===== src/rtl/aes_pkg.sv =====
// Rijndael state layout shared by ShiftRows, MixColumns and the key schedule.
// Byte k = r + 4c sits at bits [W-1-8k -: 8] of a W-bit state, matching FIPS-197 order.
package aes_pkg;

  localparam int NB_AES   = 4;
  localparam int CNT_W    = 16;

  function automatic int sr_bytes(input int nb);
    return 4 * nb;
  endfunction

  localparam int SR_BYTES = sr_bytes(NB_AES);

  // Rijndael-256 widens the row 2/3 offsets to 3/4; NB=4 and NB=6 use r.
  function automatic int shift_off(input int nb, input int r);
    return (nb == 8 && r >= 2) ? r + 1 : r;
  endfunction

  function automatic int byte_idx(input int r, input int c);
    return r + 4 * c;
  endfunction

  typedef enum logic [1:0] {
    OCC_EMPTY = 2'd0,
    OCC_ONE   = 2'd1,
    OCC_FULL  = 2'd2
  } occ_t;

endpackage


===== src/rtl/shift_rows_perm.sv =====
// Combinational ShiftRows / InvShiftRows byte rewire for an NB-column state.
module shift_rows_perm
  import aes_pkg::*;
#(
  parameter int NB = 4
) (
  input  logic [32*NB-1:0] in_state,
  input  logic             inv,
  output logic [32*NB-1:0] out_state
);

  localparam int W = 32 * NB;

  for (genvar r = 0; r < 4; r++) begin : g_row
    for (genvar c = 0; c < NB; c++) begin : g_col
      localparam int S  = shift_off(NB, r);
      localparam int DK = byte_idx(r, c);
      localparam int FK = byte_idx(r, (c + S) % NB);
      localparam int IK = byte_idx(r, (c + NB - S) % NB);
      assign out_state[W-1-8*DK -: 8] = inv ? in_state[W-1-8*IK -: 8]
                                            : in_state[W-1-8*FK -: 8];
    end
  end

endmodule


===== src/rtl/shift_rows_stream.sv =====
// Handshaked ShiftRows/InvShiftRows stage: registered output plus one skid entry.
//  state | meaning
//  EMPTY | no beat held; out_valid=0, in_ready=1
//  ONE   | output register holds a beat; skid empty, in_ready=1
//  FULL  | output and skid both hold beats; in_ready=0
module shift_rows_stream
  import aes_pkg::*;
#(
  parameter  int NB = 4,
  localparam int W  = 8 * sr_bytes(NB)
) (
  input  logic             clk,
  input  logic             rst_n,
  input  logic             in_valid,
  output logic             in_ready,
  input  logic             in_inv,
  input  logic [W-1:0]     in_state,
  output logic             out_valid,
  input  logic             out_ready,
  output logic             out_inv,
  output logic [W-1:0]     out_state,
  output logic [CNT_W-1:0] beat_cnt
);

  if (NB != 4 && NB != 6 && NB != 8) begin : g_bad_nb
    $error("shift_rows_stream: NB must be 4, 6 or 8");
  end

  occ_t             state_q, state_d;
  logic [W-1:0]     out_state_q, out_state_d;
  logic             out_inv_q, out_inv_d;
  logic [W-1:0]     skid_state_q, skid_state_d;
  logic             skid_inv_q, skid_inv_d;
  logic [CNT_W-1:0] beat_cnt_q, beat_cnt_d;
  logic [W-1:0]     perm_state;
  logic             in_fire, out_fire;

  shift_rows_perm #(.NB(NB)) u_perm (
    .in_state  (in_state),
    .inv       (in_inv),
    .out_state (perm_state)
  );

  // Handshake flags decode straight from the occupancy register, so out_ready
  // never reaches in_ready combinationally.
  assign out_valid = (state_q != OCC_EMPTY);
  assign in_ready  = (state_q != OCC_FULL);
  assign out_state = out_state_q;
  assign out_inv   = out_inv_q;
  assign beat_cnt  = beat_cnt_q;

  assign in_fire  = in_valid && in_ready;
  assign out_fire = out_valid && out_ready;

  always_comb begin
    state_d      = state_q;
    out_state_d  = out_state_q;
    out_inv_d    = out_inv_q;
    skid_state_d = skid_state_q;
    skid_inv_d   = skid_inv_q;
    beat_cnt_d   = beat_cnt_q;

    unique case (state_q)
      OCC_EMPTY: begin
        if (in_fire) begin
          out_state_d = perm_state;
          out_inv_d   = in_inv;
          state_d     = OCC_ONE;
        end
      end
      OCC_ONE: begin
        if (in_fire && out_fire) begin
          out_state_d = perm_state;
          out_inv_d   = in_inv;
        end else if (in_fire) begin
          skid_state_d = perm_state;
          skid_inv_d   = in_inv;
          state_d      = OCC_FULL;
        end else if (out_fire) begin
          state_d = OCC_EMPTY;
        end
      end
      OCC_FULL: begin
        if (out_fire) begin
          out_state_d = skid_state_q;
          out_inv_d   = skid_inv_q;
          state_d     = OCC_ONE;
        end
      end
      default: state_d = OCC_EMPTY;
    endcase

    if (out_fire) beat_cnt_d = beat_cnt_q + 1'b1;
  end

  always_ff @(posedge clk) begin
    if (!rst_n) begin
      state_q      <= OCC_EMPTY;
      out_state_q  <= '0;
      out_inv_q    <= 1'b0;
      skid_state_q <= '0;
      skid_inv_q   <= 1'b0;
      beat_cnt_q   <= '0;
    end else begin
      state_q      <= state_d;
      out_state_q  <= out_state_d;
      out_inv_q    <= out_inv_d;
      skid_state_q <= skid_state_d;
      skid_inv_q   <= skid_inv_d;
      beat_cnt_q   <= beat_cnt_d;
    end
  end

endmodule


===== config.mk =====
export PLATFORM = sky130hd
export DESIGN_NAME = shift_rows_stream
export DESIGN_NICKNAME = d
export VERILOG_FILES = /design/src/rtl/aes_pkg.sv /design/src/rtl/shift_rows_perm.sv /design/src/rtl/shift_rows_stream.sv
export SDC_FILE = /design/constraint.sdc
export NUM_CORES = 1
export LEC_CHECK = 0
export BUFFER_PORTS_ARGS = -buffer_cell sky130_fd_sc_hd__buf_2
export CELL_PAD_IN_SITES_DETAIL_PLACEMENT = 0
export CELL_PAD_IN_SITES_GLOBAL_PLACEMENT = 1
export CORE_ASPECT_RATIO = 1.5
export CORE_MARGIN = 3
export CORE_UTILIZATION = 35
export CTS_CLUSTER_SIZE = 8
export DETAILED_ROUTE_END_ITERATION = 16
export GPL_TIMING_DRIVEN = 0
export PLACE_DENSITY = 0.8
export SYNTH_ARGS = -nofsm -noshare
export SYNTH_HDL_FRONTEND = slang
export SYNTH_SLANG_ARGS = --single-unit

===== constraint.sdc =====
create_clock -name clk -period 1.6 [get_ports clk]
set_clock_uncertainty 0.05 [all_clocks]
set_input_delay 0.4 -clock clk [delete_from_list [all_inputs] [get_ports clk]]
set_output_delay 0.4 -clock clk [all_outputs]
set_load 0.02 [all_outputs]

# ---- After elaboration in Yosys (flattened, before gate mapping)
# Index checks and enable logic that the tools add are counted.
dict set report totals {
  regBits 276
  latchBits 0
  ram_bits 0
  mem_bits_ro 0
  input_bits 133
  output_inout_bits 147
  word_cells 47
  n_memories 0
}
dict set report classes {
  n_addsub 1
  n_mul 0
  n_div 0
  order_cmp 0
  eq_ne 8
  shifts 0
  mux 22
  n_bitwise 1
  reduce_logical 9
}
# operator count
set ops {}
lappend ops {{128-bit two-way mux} 3}
lappend ops {{128-bit one-hot mux with 3 select lines} 1}
lappend ops {{8-bit two-way mux} 8}
lappend ops {{16-bit by 1-bit adder with 16-bit output, second input constant} 1}
lappend ops {{2-bit two-way mux} 5}
lappend ops {{2-bit != test, second input constant} 5}
lappend ops {{4-bit AND reduction} 2}
lappend ops {{2-bit one-hot mux with 3 select lines} 1}
lappend ops {{1-bit logical AND} 3}
lappend ops {{1-bit two-way mux} 3}
lappend ops {{3-bit != test, second input constant} 1}
lappend ops {{1-bit one-hot mux with 3 select lines} 1}
lappend ops {{3-bit AND reduction} 1}
lappend ops {{3-bit nonzero test} 1}
lappend ops {{2-bit by 1-bit == test with 1-bit output, second input constant} 1}
lappend ops {{2-bit == test, second input constant} 1}
lappend ops {{2-bit logical NOT} 1}
lappend ops {{2-bit nonzero test} 1}
lappend ops {{1-bit inverter} 1}

# ---- Depth between registers and ports, before layout
# Gate-level depths: netlist (run 1).
dict set report logic_depth {
  word_depth 6
  mapped_depth 8
  ltp_nobuf 5
}

# ---- Cells and area by module
# A second synthesis (run 1) with hierarchy kept.
dict set report unflattened {
  cells_unflattened 1369
  hier_area_um2 12787.3
}
# mod instances cells_per_inst area_per_inst_um2 seq_area_each_um2
set by_module_without_submodules {}
lappend by_module_without_submodules {shift_rows_stream 1 1234 11229.5 5525.3}
lappend by_module_without_submodules {shift_rows_perm 1 135 1557.7 0.0}

# ---- Least setup slack after synthesis (run 1)
# OpenSTA, ideal clock, no wires.
dict set report synth_path {
  path_type {input-to-reg}
  start {input port in_inv}
  end {register out_state_q[80], in the netlist out_state[80]}
  setup_ns 0.132
  arrival_time_ns 1.396
  required_ns 1.418
  slack_ns 0.022
  path_stages 7
  path_buffers 3
  path_cell_list {clkbuf_1 buf_2 buf_4 mux2i_1 nand2_1 o211ai_1 a21oi_1}
}
dict set report synth_between {
  elab_chain_cells 3
  elab_cells_between_ends 4
  classes_between {4 x mux}
}
# item line
set synth_lines {}
lappend synth_lines {{from (decl)} shift_rows_stream.sv:16} ;# input logic in_inv,
lappend synth_lines {{8-bit two-way mux (*)} shift_rows_perm.sv:20} ;# assign out_state[W-1-8*DK -: 8] = inv ? in_state[W-1-8*IK -: 8]
lappend synth_lines {{128-bit two-way mux (on tied branches)} {shift_rows_stream.sv:72, shift_rows_stream.sv:65}}
lappend synth_lines {{128-bit one-hot mux with 3 select lines (*)} shift_rows_stream.sv:63} ;# unique case (state_q)
lappend synth_lines {{to (signal assigned)} shift_rows_stream.sv:106} ;# out_state_q <= out_state_d;
lappend synth_lines {{to (decl)} shift_rows_stream.sv:30} ;# logic [W-1:0] out_state_q, out_state_d;
# Mark *: on every way between the ends. The rest lies on a longest branch, timed or not. The select of a mux whose other input is x is not followed.
# A chain may end at the register's enable or synchronous reset.

# ---- Worst setup path after layout (run 1)
dict set report layout_path {
  start {register state_q[0]}
  end {output port in_ready}
}
dict set report layout_between {
  elab_chain_cells 1
}
# item line
set layout_lines {}
lappend layout_lines {{from (decl)} shift_rows_stream.sv:29} ;# occ_t state_q, state_d;
lappend layout_lines {{from (signal assigned)} shift_rows_stream.sv:105} ;# state_q <= state_d;
lappend layout_lines {{2-bit != test} shift_rows_stream.sv:47} ;# assign in_ready = (state_q != OCC_FULL);
lappend layout_lines {{to (decl)} shift_rows_stream.sv:15} ;# output logic in_ready,
# Every way passes these cells.

==> results.yml, run 1 <==
logic_synthesis:
  synth_enable_flop_cells: 0
  synthesis.instances: 1387
  synthTopCellsByCount: "sky130_fd_sc_hd__nand2_1, sky130_fd_sc_hd__dfxtp_1, sky130_fd_sc_hd__nor2_1"
  syn_area_per_cell_sq_um: 8.237
  postSynthRegisterBits: 276
  post-synth-top-count-cell: "sky130_fd_sc_hd__nand2_1"
  synthDominantAreaCellType: "sky130_fd_sc_hd__dfxtp_1"
  synth_nets: 1521
  synth.top_cell.area_share: 0.4836
  synth_warnings: 0
  synth.yosys.seq_area_share: 0.4836
  synth_async_reset_ratio: 0
  synth_area_leaders: "sky130_fd_sc_hd__dfxtp_1, sky130_fd_sc_hd__nand2_1, sky130_fd_sc_hd__mux2i_1, sky130_fd_sc_hd__a21oi_1, sky130_fd_sc_hd__a311oi_1"
  number_of_different_library_cells_in_the_post_synthesis_netlist: 38
  yosys_most_used_dff: "sky130_fd_sc_hd__dfxtp_1"
  synth_cell_area_sq_um: 11420
timing:
  setup_viol: 205
  layout_worst_path_cycle_share: 1.234
  slew_headroom: 0.5310
  max_slew.worst_pin.slew_ns: 0.7035
  setup_slack_ns: -0.3740
  finalWorstPathRequiredPeriod_ns: 1.974
  finalMaxSlewViolations: 0
  fin_tns_setup_ns: -17.52
  grt_setup_unrepaired: "true"
  report.final.hold_viol_count: 0
  max_fclk_mhz: 506.6
route:
  dr.pass1.iters: 5
  routed-via-count: 11260
  finalWirelength_mm: 41.17
  routed_via_density: 5.181
  avgRoutedWirePerCell_microns: 18.94
  drc: 0
  detail-route-antenna-nets: 0
  drt_iter0_markers: 465
final_layout:
  nFillCells: 3097
  finish.utilization: 0.5044
  finish.net_count: 1897
  final_layout_size_suffix_gt1_frac: 0.3012
  layout.cell_area.non_filler_sq_um: 16160
  area_growth_syn_to_layout_pct: 41.41
  n_antenna_cell: 0
clocking:
  skew_pair_late_insertion_delay_ns: 0.52
  clkTransAtPathRegs_ns: 0.06
  cts_htree_levels: 2
  tritoncts_clock_tree: "done"
  clock_sink_count: 276
  cts_inserted_buffers: 40
  post_cts_hold_buffer_count: 0
  clock_tree.root_cell: "sky130_fd_sc_hd__clkbuf_16"
  clk_path_buf_depth: 3
grt:
  antenna_found_initial: 0
  overflow: 0
  first_global_vias: 10860
  maximum_number_of_pins_on_one_net_before_global_route_repair: 12
  grt_first_pass_wirelength_mm: 60.64
  grt_usage: 0.2176
critical_path:
  timing.critical_path.cells: "nor2b_4 > inv_4 > buf_12 > buf_12 > buf_8"
  worst-setup-path-type: "reg2out"
  path_buf_inv: 4
  worst-endpoint-arrival_ns: 1.52
  endpoint_kind: "output port"
  timing.critical_path.slowest_stage_cell: "sky130_fd_sc_hd__dfxtp_4"
  critical_path.max_stage_delay_ns: 0.37
  critical_path.most_common_cell: "sky130_fd_sc_hd__buf_12"
  worst-path-max-fanout: 7
  cp_data_required_time_ns: 1.15
  worst_path_dominant_cell_family: "buffers and inverters"
  startpoint_type: "flip-flop"
die:
  die_y_microns: 227.3
  io_pins: 280
  dieArea_sq_um: 34890
  fp-row-count: 80
  placeableCoreArea_sq_um: 32030
  initial_core_utilization: 0.3567
  die_w_microns: 153.5
status:
  violations_in_the_final_reports: "setup timing"
  outcome: "finished with violations"
pwr:
  power.density_nw_per_um2: 1121
  peak_ir_drop_on_the_vdd_network_v: 0.0007796
  power.static_leakage_nw: 6.962
placement:
  hpwl_mm: 29.13
  placement.cell_area_sq_um: 13320
  gp_weighted_congestion: 0.8425
  numPortBuffers: 276
  detailedPlace.worstSlack_ns: -0.9448
job:
  timing.max_cap.violations: 0
min_path:
  hold_path.class: "in2reg"
[through the flow]
stage | power [mW] | cells | hold WS [ns]
2_1_floorplan | 9.089 | 1387 | 0.3866
3_3_place_gp | 10.02 | 2073 | 0.3872
3_5_place_dp | 10.06 | 2073 | 0.3914
4_1_cts | 18.03 | 2149 | 0.05606
5_1_grt | 18.77 | 2173 | 0.07378
6_report | 18.12 | 2173 | 0.08442
[registers in the layout (all words and copies together) (netlist names)]
register and count:
skid_inv_q 1, skid_state_q 128, out_inv 1, beat_cnt 16, out_state 128, state_q 2
[cell type report]
| cell class | count | area, sq um | area share |
|---|---|---|---|
| clock buffers | 41 | 1026 | 0.06351 |
| inverters | 2 | 10.01 | 0.0006196 |
| clock inverters | 1 | 30.03 | 0.001859 |
| well taps | 410 | 513.0 | 0.03175 |
| plain buffers | 122 | 1161 | 0.07187 |
| flip-flops and latches | 276 | 5530 | 0.3423 |
| multi-input cells | 983 | 5495 | 0.3401 |
| repair buffers | 338 | 2390 | 0.1479 |
[cells by family after synthesis]
| kind of cell | Yosys count | synth area share |
|---|---|---|
| compound gates | 331 | 0.1966 |
| mux | 70 | 0.06133 |
| xor+xnor | 10 | 0.007667 |
| buf+inv | 128 | 0.05410 |
| simple gates | 571 | 0.1956 |
| flops | 276 | 0.4836 |
| fa+ha+maj | 1 | 0.001095 |
[routing by layer]
layer  GRT usage  vias to the layer above  part of all wire
met4     0.08381                        0             0.036
met5           0                        -                 0
li1            -                     5528                 -
met3     0.03290                       91             0.044
met2      0.4150                      319              0.54
met1      0.2422                     5321              0.38
[final timing paths]
kind / from / end / slack [ns] / cells past startpoint
setup / recovery: state_q[0] / in_ready / -0.37 / 5
setup reg to reg: state_q[1] / out_state[69] / -0.22 / 9
hold / removal: in_state[88] / skid_state_q[88] / 0.08 / 3
hold reg to reg: out_state[19] / out_state[19] / 0.40 / 2
[tightest hold or removal path, delay by kind of cell]
family | cells | cell delay, ns
compound gates | 1 | 0.05
buf+inv | 1 | 0.11
simple gates | 1 | 0.05
[power by group]
| group | switching, mW | internal (mW) | leakage, nW |
|---|---|---|---|
| clock network | 2.93 | 4.63 | 0.519 |
| logic | 1.74 | 1.32 | 4.18 |
| registers | 0.210 | 7.29 | 2.26 |
| total | 4.88 | 13.2 | 6.96 |
[cells in the final DEF (no fill, tap or decap), types with 3 or more instances in the layout]
cell	count
sky130_fd_sc_hd__a211oi_1	37
sky130_fd_sc_hd__a211oi_2	27
sky130_fd_sc_hd__a21oi_1	122
sky130_fd_sc_hd__a21oi_2	10
sky130_fd_sc_hd__a311oi_1	63
sky130_fd_sc_hd__and3_1	3
sky130_fd_sc_hd__buf_12	20
sky130_fd_sc_hd__buf_16	4
sky130_fd_sc_hd__buf_2	289
sky130_fd_sc_hd__buf_4	35
sky130_fd_sc_hd__buf_6	29
sky130_fd_sc_hd__buf_8	24
sky130_fd_sc_hd__bufbuf_16	4
sky130_fd_sc_hd__clkbuf_1	26
sky130_fd_sc_hd__clkbuf_16	53
sky130_fd_sc_hd__clkbuf_2	12
sky130_fd_sc_hd__clkbuf_8	3
sky130_fd_sc_hd__dfxtp_1	274
sky130_fd_sc_hd__mux2i_1	70
sky130_fd_sc_hd__nand2_1	399
sky130_fd_sc_hd__nand2b_1	5
sky130_fd_sc_hd__nand3_1	5
sky130_fd_sc_hd__nand4_1	4
sky130_fd_sc_hd__nor2_1	138
sky130_fd_sc_hd__nor2_2	4
sky130_fd_sc_hd__o211ai_1	64
sky130_fd_sc_hd__xnor2_1	3
sky130_fd_sc_hd__xor2_1	7
[repair_timing]
item / 4_1_cts / 5_1_grt
pin swaps: 69 / 101
setup buffers: 24 / 18
gates resized for setup: 154 / 138
cloned: 11 / 11
endpoints found under the setup margin: 270 / 277
No activity file was read; power rests on OpenSTA's default activity.
==> run 2, diff against run 1 <==
CORE_UTILIZATION = 42   (was 35)
PLACE_DENSITY = 0.9   (was 0.8)
clock period = 2.3 ns   (was 1.6 ns; I/O delays follow)
==> run 2 against run 1 <==
  * The flow now finishes without violations
  * Cell count down 5.8%
  * Flip-flop and latch count unchanged
  * Worst setup slack better by 0.44 ns
  * Clock-buffer cell count unchanged
  * Sequential power down 31%
  * Via count down 3.3%
  * Die area down 16%
  * Global-route usage up 2.3 points
  * Routed wire length down 12%
  * Power down 33%
  * Critical path depth down 1
  * Cell area down 11%
  * Critical path type unchanged
==> results.yml, run 2 (synthesis gave the netlist of run 1 again) <==
status:
  outcome: "completed"
route:
  drc: 0
  detailroute.wirelength.met3_mm: 1.970
  dr.pass1.iters: 6
  topRoutingLayerUsed: "met4"
  routed-via-count: 10890
  drt_iter0_markers: 565
  detail_route.wirelength.met1_mm: 13.95
  finalWirelength_mm: 36.34
  avgRoutedWirePerCell_microns: 17.76
  routed_via_density: 5.322
  detail-route-antenna-nets: 0
  met2_length_mm: 19.19
clocking:
  clock_sink_count: 276
  clk_path_buf_depth: 3
  skew_pair_late_insertion_delay_ns: 0.53
  tritoncts_clock_tree: "done"
  cts_inserted_buffers: 40
  cts_htree_levels: 2
  clock_tree.root_cell: "sky130_fd_sc_hd__clkbuf_16"
  clkTransAtPathRegs_ns: 0.05
timing:
  finalWorstPathRequiredPeriod_ns: 2.234
  finalMaxSlewViolations: 0
  max_fclk_mhz: 447.6
  max_slew.worst_pin.slew_ns: 0.8924
  report.final.hold_viol_count: 0
  layout_worst_path_cycle_share: 0.9713
  slew_headroom: 0.4051
  grt_setup_unrepaired: "false"
  setup_viol: 0
die:
  die_w_microns: 140.7
  io_pins: 280
  initial_core_utilization: 0.4284
  dieArea_sq_um: 29260
  die_y_microns: 208.0
  placeableCoreArea_sq_um: 26670
  fp-row-count: 73
final_layout:
  final_layout_size_suffix_gt1_frac: 0.2380
  layout.cells.most_common_list: "sky130_fd_sc_hd__nand2_1, sky130_fd_sc_hd__buf_2, sky130_fd_sc_hd__dfxtp_1"
  final_common_cell: "sky130_fd_sc_hd__nand2_1"
  finish.net_count: 1838
  area_growth_syn_to_layout_pct: 25.29
  finish.utilization: 0.5367
grt:
  grt_first_pass_wirelength_mm: 57.17
  maximum_number_of_pins_on_one_net_before_global_route_repair: 24
  antenna_found_initial: 3
  first_global_vias: 10800
  overflow: 0
  grt_usage: 0.2403
pwr:
  power.static_leakage_nw: 6.197
  report.power.total_mw: 12.16
  peak_ir_drop_on_the_vdd_network_v: 0.0005581
  power.density_nw_per_um2: 849.7
critical_path:
  cp_data_required_time_ns: 1.67
  endpoint_kind: "output port"
  regToRegSetupSlack_ns: 0.14
  worst-setup-path-type: "reg2out"
  startpoint_type: "flip-flop"
  worst-endpoint-arrival_ns: 1.61
  worst-path-max-fanout: 23
min_path:
  hold_path.class: "in2reg"
placement:
  gp_weighted_congestion: 0.8739
  numPortBuffers: 276
  hpwl_mm: 27.39
job:
  timing.max_cap.violations: 0
==> run 2: worst paths after layout <==
check	to	startpoint	cells past startpoint
worst min register to register	out_state[70]	out_state[70]	2
worst max-delay path	in_ready	state_q[1]	4
worst max register to register	out_state[82]	state_q[1]	8
worst min-delay path	skid_state_q[63]	in_state[63]	3
==> run 2: final cells by class <==
class | instances | area, sq um
Multi-Input combinational cell | 983 | 5286
Timing Repair Buffer | 277 | 1389
Fill cell | 2567 | 12360
Clock buffer | 41 | 1026
Buffer | 124 | 600.6
Antenna cell | 3 | 7.507
Sequential cell | 276 | 5525
Tap cell | 337 | 421.7
Clock inverter | 3 | 47.55
Inverter | 2 | 10.01
==> run 2: timing repair <==
item                                    4_1_cts  5_1_grt
hold buffers                                  0        0
resized for setup                             2        0
endpoints found under the setup margin        1        0
buffers inserted                              1        0
==> run 2: report_power, final <==
group          total, mW  internal (mW)  switching [mW]
Combinational       1.66          0.586            1.08
Clock               5.28           3.24            2.05
Sequential          5.21           5.07           0.142
==> run 2: critical path, stage by stage (launching register included) <==
cell	delay [ns]
sky130_fd_sc_hd__dfxtp_1	0.29
sky130_fd_sc_hd__buf_4	0.15
sky130_fd_sc_hd__nor2b_4	0.15
sky130_fd_sc_hd__inv_4	0.23
sky130_fd_sc_hd__buf_2	0.23
==> run 2: through the flow <==
step	hold slack (ns)	setup TNS [ns]	area [sq um]	cells	worst slack (ns)
floorplan	0.3866	0	11420	1387	0.5470
global placement	0.3866	-23.89	13230	2000	-0.3242
detailed placement	0.3910	-37.47	13230	2000	-0.3652
CTS	0.2263	0	14310	2043	0.04141
global route	0.2441	0	14310	2046	0.002805
finish	0.2485	0	14310	2046	0.06600
==> run 2: per-layer routing <==
metal,GRT usage,vias up
li1,-,5407
met1,0.2700,5071
met2,0.4451,332
met3,0.04024,78
met4,0.09595,0
met5,0,-
